--- config.mk ---
export PLATFORM = sky130hd
export DESIGN_NAME = key_sched_ctrl
export DESIGN_NICKNAME = d
export VERILOG_FILES = /design/src/rtl/key_sched_ctrl_pkg.sv /design/src/rtl/key_sched_ctrl_gfunction.sv /design/src/rtl/key_sched_ctrl.sv
export SDC_FILE = /design/constraint.sdc
export NUM_CORES = 2
export LEC_CHECK = 0
export BUFFER_PORTS_ARGS = -buffer_cell sky130_fd_sc_hd__buf_2
export CAP_MARGIN = 15
export CORE_ASPECT_RATIO = 1.5
export CORE_MARGIN = 2
export CORE_UTILIZATION = 50
export DETAILED_ROUTE_END_ITERATION = 12
export PLACE_DENSITY = 0.73
export SETUP_SLACK_MARGIN = 0.4
export SLEW_MARGIN = 20
export SYNTH_ARGS = -nofsm -noshare
export SYNTH_HDL_FRONTEND = slang
export SYNTH_SLANG_ARGS = --single-unit
--- constraint.sdc ---
create_clock -name clk -period 66.4 [get_ports clk]
set_input_delay 13.28 -clock clk [delete_from_list [all_inputs] [get_ports clk]]
set_output_delay 13.28 -clock clk [all_outputs]
set_load 0.02 [all_outputs]
--- src/rtl/key_sched_ctrl_pkg.sv ---
// rtl/key_sched_ctrl_pkg.sv - shared AES-128 key schedule constants, state encoding and S-box
package key_sched_ctrl_pkg;

  localparam int AES_NR     = 10;
  localparam int AES_KEY_W  = 128;
  localparam int AES_WORD_W = 32;

  typedef enum logic [0:0] {
    ST_IDLE   = 1'b0,
    ST_EXPAND = 1'b1
  } state_t;

  // Forward S-box, entry 0 in the most significant byte.
  localparam logic [2047:0] SBOX_TBL = {
    128'h637c777bf26b6fc53001672bfed7ab76,
    128'hca82c97dfa5947f0add4a2af9ca472c0,
    128'hb7fd9326363ff7cc34a5e5f171d83115,
    128'h04c723c31896059a071280e2eb27b275,
    128'h09832c1a1b6e5aa0523bd6b329e32f84,
    128'h53d100ed20fcb15b6acbbe394a4c58cf,
    128'hd0efaafb434d338545f9027f503c9fa8,
    128'h51a3408f929d38f5bcb6da2110fff3d2,
    128'hcd0c13ec5f974417c4a77e3d645d1973,
    128'h60814fdc222a908846eeb814de5e0bdb,
    128'he0323a0a4906245cc2d3ac629195e479,
    128'he7c8376d8dd54ea96c56f4ea657aae08,
    128'hba78252e1ca6b4c6e8dd741f4bbd8b8a,
    128'h703eb5664803f60e613557b986c11d9e,
    128'he1f8981169d98e949b1e87e9ce5528df,
    128'h8ca1890dbfe6426841992d0fb054bb16
  };

  function automatic logic [7:0] sbox(input logic [7:0] b);
    return SBOX_TBL[(255 - int'(b)) * 8 +: 8];
  endfunction

endpackage

--- src/rtl/key_sched_ctrl_gfunction.sv ---
// rtl/key_sched_ctrl_gfunction.sv - AES key-expansion g function: RotWord, SubWord, Rcon
import key_sched_ctrl_pkg::*;

module key_sched_ctrl_gfunction (
  input  logic [AES_WORD_W-1:0] val,
  input  logic [31:0]           round,
  output logic [AES_WORD_W-1:0] gval
);

  logic [31:0] rot;
  logic [31:0] sub;
  logic [7:0]  rcon;

  // Rotate left by one byte, substitute each byte, then fold the round constant into the top byte.
  always_comb begin
    rot  = {val[23:0], val[31:24]};
    sub  = {sbox(rot[31:24]), sbox(rot[23:16]), sbox(rot[15:8]), sbox(rot[7:0])};
    rcon = 8'h00;
    case (round)
      32'd1:   rcon = 8'h01;
      32'd2:   rcon = 8'h02;
      32'd3:   rcon = 8'h04;
      32'd4:   rcon = 8'h08;
      32'd5:   rcon = 8'h10;
      32'd6:   rcon = 8'h20;
      32'd7:   rcon = 8'h40;
      32'd8:   rcon = 8'h80;
      32'd9:   rcon = 8'h1b;
      32'd10:  rcon = 8'h36;
      default: rcon = 8'h00;
    endcase
    gval = sub ^ {rcon, 24'h000000};
  end

endmodule

--- src/rtl/key_sched_ctrl.sv ---
// rtl/key_sched_ctrl.sv - iterative AES-128 key expansion with round-key store and stream
import key_sched_ctrl_pkg::*;

module key_sched_ctrl #(
  parameter int NR    = AES_NR,
  parameter int IDX_W = 4
) (
  input  logic                 clk,
  input  logic                 rst,
  input  logic                 start,
  input  logic [AES_KEY_W-1:0] key_in,
  output logic                 ready,
  output logic                 busy,
  output logic                 done,
  output logic                 keys_valid,
  output logic                 rk_valid,
  output logic [IDX_W-1:0]     rk_idx,
  output logic [AES_KEY_W-1:0] rk_data,
  input  logic [IDX_W-1:0]     rd_idx,
  output logic [AES_KEY_W-1:0] rd_key
);

  localparam logic [IDX_W-1:0] LAST_RND = IDX_W'(NR);

  state_t                 state_q, state_d;
  logic [IDX_W-1:0]       rnd_q;
  logic [AES_KEY_W-1:0]   work_q;
  logic [AES_KEY_W-1:0]   slots [0:NR];
  logic                   accept, step, last;
  logic [AES_WORD_W-1:0]  g, n0, n1, n2, n3;
  logic [AES_KEY_W-1:0]   next_key;

  key_sched_ctrl_gfunction u_gfunc (
    .val   (work_q[31:0]),
    .round ({{(32-IDX_W){1'b0}}, rnd_q}),
    .gval  (g)
  );

  // Word chain: each new word is the previous round's word xor the word just produced.
  always_comb begin
    n0       = work_q[127:96] ^ g;
    n1       = work_q[95:64]  ^ n0;
    n2       = work_q[63:32]  ^ n1;
    n3       = work_q[31:0]   ^ n2;
    next_key = {n0, n1, n2, n3};
  end

  // State register.
  always_ff @(posedge clk or posedge rst) begin
    if (rst) state_q <= ST_IDLE;
    else     state_q <= state_d;
  end

  // Next-state and per-cycle control strobes.
  always_comb begin
    state_d = state_q;
    accept  = 1'b0;
    step    = 1'b0;
    last    = 1'b0;
    case (state_q)
      ST_IDLE: begin
        if (start) begin
          accept  = 1'b1;
          state_d = ST_EXPAND;
        end
      end
      ST_EXPAND: begin
        step = 1'b1;
        if (rnd_q == LAST_RND) begin
          last    = 1'b1;
          state_d = ST_IDLE;
        end
      end
      default: state_d = ST_IDLE;
    endcase
  end

  // Round counter, working key, register file and stream outputs.
  always_ff @(posedge clk or posedge rst) begin
    if (rst) begin
      rnd_q      <= '0;
      work_q     <= '0;
      keys_valid <= 1'b0;
      done       <= 1'b0;
      rk_valid   <= 1'b0;
      rk_idx     <= '0;
      rk_data    <= '0;
      for (int i = 0; i <= NR; i++) slots[i] <= '0;
    end else begin
      rk_valid <= 1'b0;
      done     <= 1'b0;
      if (accept) begin
        slots[0]   <= key_in;
        work_q     <= key_in;
        rnd_q      <= IDX_W'(1);
        keys_valid <= 1'b0;
        rk_valid   <= 1'b1;
        rk_idx     <= '0;
        rk_data    <= key_in;
      end else if (step) begin
        slots[rnd_q] <= next_key;
        work_q       <= next_key;
        rk_valid     <= 1'b1;
        rk_idx       <= rnd_q;
        rk_data      <= next_key;
        rnd_q        <= rnd_q + IDX_W'(1);
        if (last) begin
          done       <= 1'b1;
          keys_valid <= 1'b1;
        end
      end
    end
  end

  assign ready  = (state_q == ST_IDLE);
  assign busy   = ~ready;
  assign rd_key = (rd_idx <= LAST_RND) ? slots[rd_idx] : '0;

endmodule

==> impl_metrics.csv <==
group,metric,value,unit
hold_path,hold_path_class,"reg -> reg",
synthesis,synth_area,86600,um^2
layout,mostFrequentLayoutCells,"dfrtp_1 (1533), nand2_1 (1494), o21ai_0 (1441)",
drt,vias_per_cell,6.79,
clocking,cts_buffer_depth,3,
place,dpl-instance-area,89600,um^2
clocking,clock_latency,0.85,ns
synthesis,syn_inst,9313,
synthesis,synth_cell_types,105,
global_route,grt_pass1_vias,75000,
setup_path,critPathKind,"in -> out",
clocking,postCtsHoldBufs,0,
clocking,cts_sinks,1548,
timing,drv_slew,0,
layout,drive_gt1_frac,0.145,
synthesis,ys_seq_elements,1548,
synthesis,yosysTopAreaCell,"dfrtp_1",
clocking,postCtsResizedCells,0,
die,initial_core_util,0.502,
setup_path,worstRegToRegCells,12,
run,maxCapViolations,0,
hold_path,holdPathStages,2,
layout,regArea,38800,um^2
die,rows,187,
clocking,postCtsSetupBuffers,0,
synthesis,synth-async-reset-ratio,1.00,
timing,fmax,32.8,MHz
place,gp_congestion,1.04,
layout,final_area,94800,um^2
synthesis,synth_top_area_frac,0.447,
global_route,grt_pass1_wl,520,mm
drt,drtIter0Drc,10400,
clocking,cts_max_level,4,
setup_path,critPathRequiredTime,53.12,ns
setup_path,crit_path_start_kind,"primary input",
global_route,grt_overflow,0,
global_route,grt_max_degree,205,
drt,drc_errors,0,
layout,area_growth,9.41,%
setup_path,end_kind,"output port",
drt,routed_wl,358,mm
synthesis,synth_nets,9509,
synthesis,synth_flop_cell,"dfrtp_1",
synthesis,syn_avg_cell_area,9.30,um^2
global_route,track_usage,0.400,
place,hpwl,237,mm
timing,layout_min_cycle_time,30.52,ns
clocking,clk_pin_slew_worst_paths,0.07,ns
die,die_x,344,um
setup_path,r2r-end,"slots[956]",
status,status,"finished, final reports clean",
drt,dr.pass1.iters,8,
setup_path,critPathArrivalTime,17.24,ns
layout,fin_nets,9299,
die,die_area,177000,um^2
setup_path,critPathMaxFanout,57,
synthesis,synthTopCellsByArea,"dfrtp_1 (45%), o21ai_0 (8.3%), mux4_2 (7.4%)",
die,coreArea,173000,um^2
layout,fill_cells,15200,
layout,final_common_cell,"dfrtp_1",
drt,ant_nets,0,
setup_path,r2r_slack,59.43,ns
synthesis,synth.yosys.seq_area_share,0.447,
global_route,antenna_found_initial,50,
synthesis,synth_edf_count,0,
timing,tns,0,ns
clocking,cts_tree,"yes",
timing,setup_violations,0,
timing,hold_viol_final,0,
clocking,cts-buffers-inserted,148,
timing,worst_pin_slew,1.24,ns
timing,grt_setup_unrepaired,"false",
timing,min_period_over_period,0.460,
die,ios,400,
place,io_buffers,399,
die,fp.dieH,514,um
drt,vias,78100,
timing,maxSlewHeadroom,0.172,
clocking,cts-root-buf,"clkbuf_16",
hold_path,hp-start,"slots[668]",
timing,clock_skew,0.0738,ns
synthesis,yosysWarnings,0,
drt,post_drt_wl_per_cell,31.1,um
layout,multi_input_area,43800,um^2
hold_path,worstHoldEndpoint,"slots[668]",
setup_path,reg2reg_from,"work_q[17]",
[flip-flops by register name, summed over array words and instances, names as in the netlist]
register    cells
rk_valid        1
rk_idx          4
rnd_q           4
work_q        128
busy            1
keys_valid      1
slots        1408
done            1
[worst max-delay path, cell delays in order]
cell	delay [ns]
buf_8	0.31
buf_4	0.68
buf_4	0.82
buf_4	0.74
mux4_2	0.58
mux2i_1	0.14
o22ai_1	0.18
buf_2	0.25
[worst max path at each step]
stage,from,endpoint,slack (ns),cells past startpoint
after floorplan,rst,busy,9.45,1
after global placement,rd_idx[1],rd_key[86],35.94,8
after detailed placement,rd_idx[1],rd_key[82],35.91,8
after CTS,rd_idx[1],rd_key[86],35.91,8
after global routing,rd_idx[0],rd_key[77],35.69,8
final,rd_idx[0],rd_key[87],35.88,8
[synth_stat cells (all sizes together), types with 19 or more instances]
master   count
a2111oi     26
a211o       22
a211oi     138
a21o        31
a21oi      493
a221oi      27
a22oi      136
a311oi      31
a31oi       53
a41oi       27
and2        41
and3        26
buf        272
clkbuf     727
dfrtp     1548
ha          61
inv         57
mux2        20
mux2i      331
mux4       283
nand2     1495
nand2b     132
nand3      183
nand4       31
nor2       391
nor2b      185
nor3       101
nor4        19
o2111ai     42
o211a       24
o211ai      62
o21ai     1513
o221ai      25
o22ai      169
o311ai      51
o31ai       36
or2         28
or3         35
xnor2      104
xor2        73
[routing by layer]
layer	vias to the layer above	routed length, um	share of wire	global-route usage
met3	1236	40800	0.11	0.113
met4	62	27800	0.078	0.261
met2	4910	158000	0.44	0.599
met1	38700	131000	0.37	0.507
li1	33100	-	-	-
met5	-	424	0.0012	0
[area by class of cell]
| type | count | area share |
|---|---|---|
| Multi-Input combinational cell | 6699 | 0.462 |
| Sequential cell | 1548 | 0.409 |
| Clock buffer | 220 | 0.0457 |
| Timing Repair Buffer | 639 | 0.0421 |
| Tap cell | 2268 | 0.0299 |
| Clock inverter | 49 | 0.00778 |
| Inverter | 67 | 0.00276 |
| Antenna cell | 12 | 0.000317 |
[logic make-up after synthesis]
logic type,after synthesis,synth area share
compound gates,3079,0.215
xor+xnor,188,0.0220
fa+ha+maj,61,0.00881
buf+inv,1066,0.0516
flops,1548,0.447
mux,634,0.114
simple gates,2737,0.141
[per-stage QoR]
| stage | hold WS (ns) | setup WS [ns] | cells | utilization |
|---|---|---|---|---|
| 6_report | 0.468 | 35.88 | 11500 | 0.549 |
| 5_1_grt | 0.488 | 35.69 | 11500 | 0.549 |
| 4_1_cts | 0.470 | 35.91 | 11500 | 0.548 |
| 3_5_place_dp | 0.457 | 35.91 | 11200 | 0.519 |
| 3_3_place_gp | 0.447 | 35.94 | 11200 | 0.518 |
| 2_1_floorplan | 0.433 | 9.45 | 9313 | - |
Power is not shown: default switching activity piles up to over one toggle a cycle in this logic, so the estimate is an artifact.
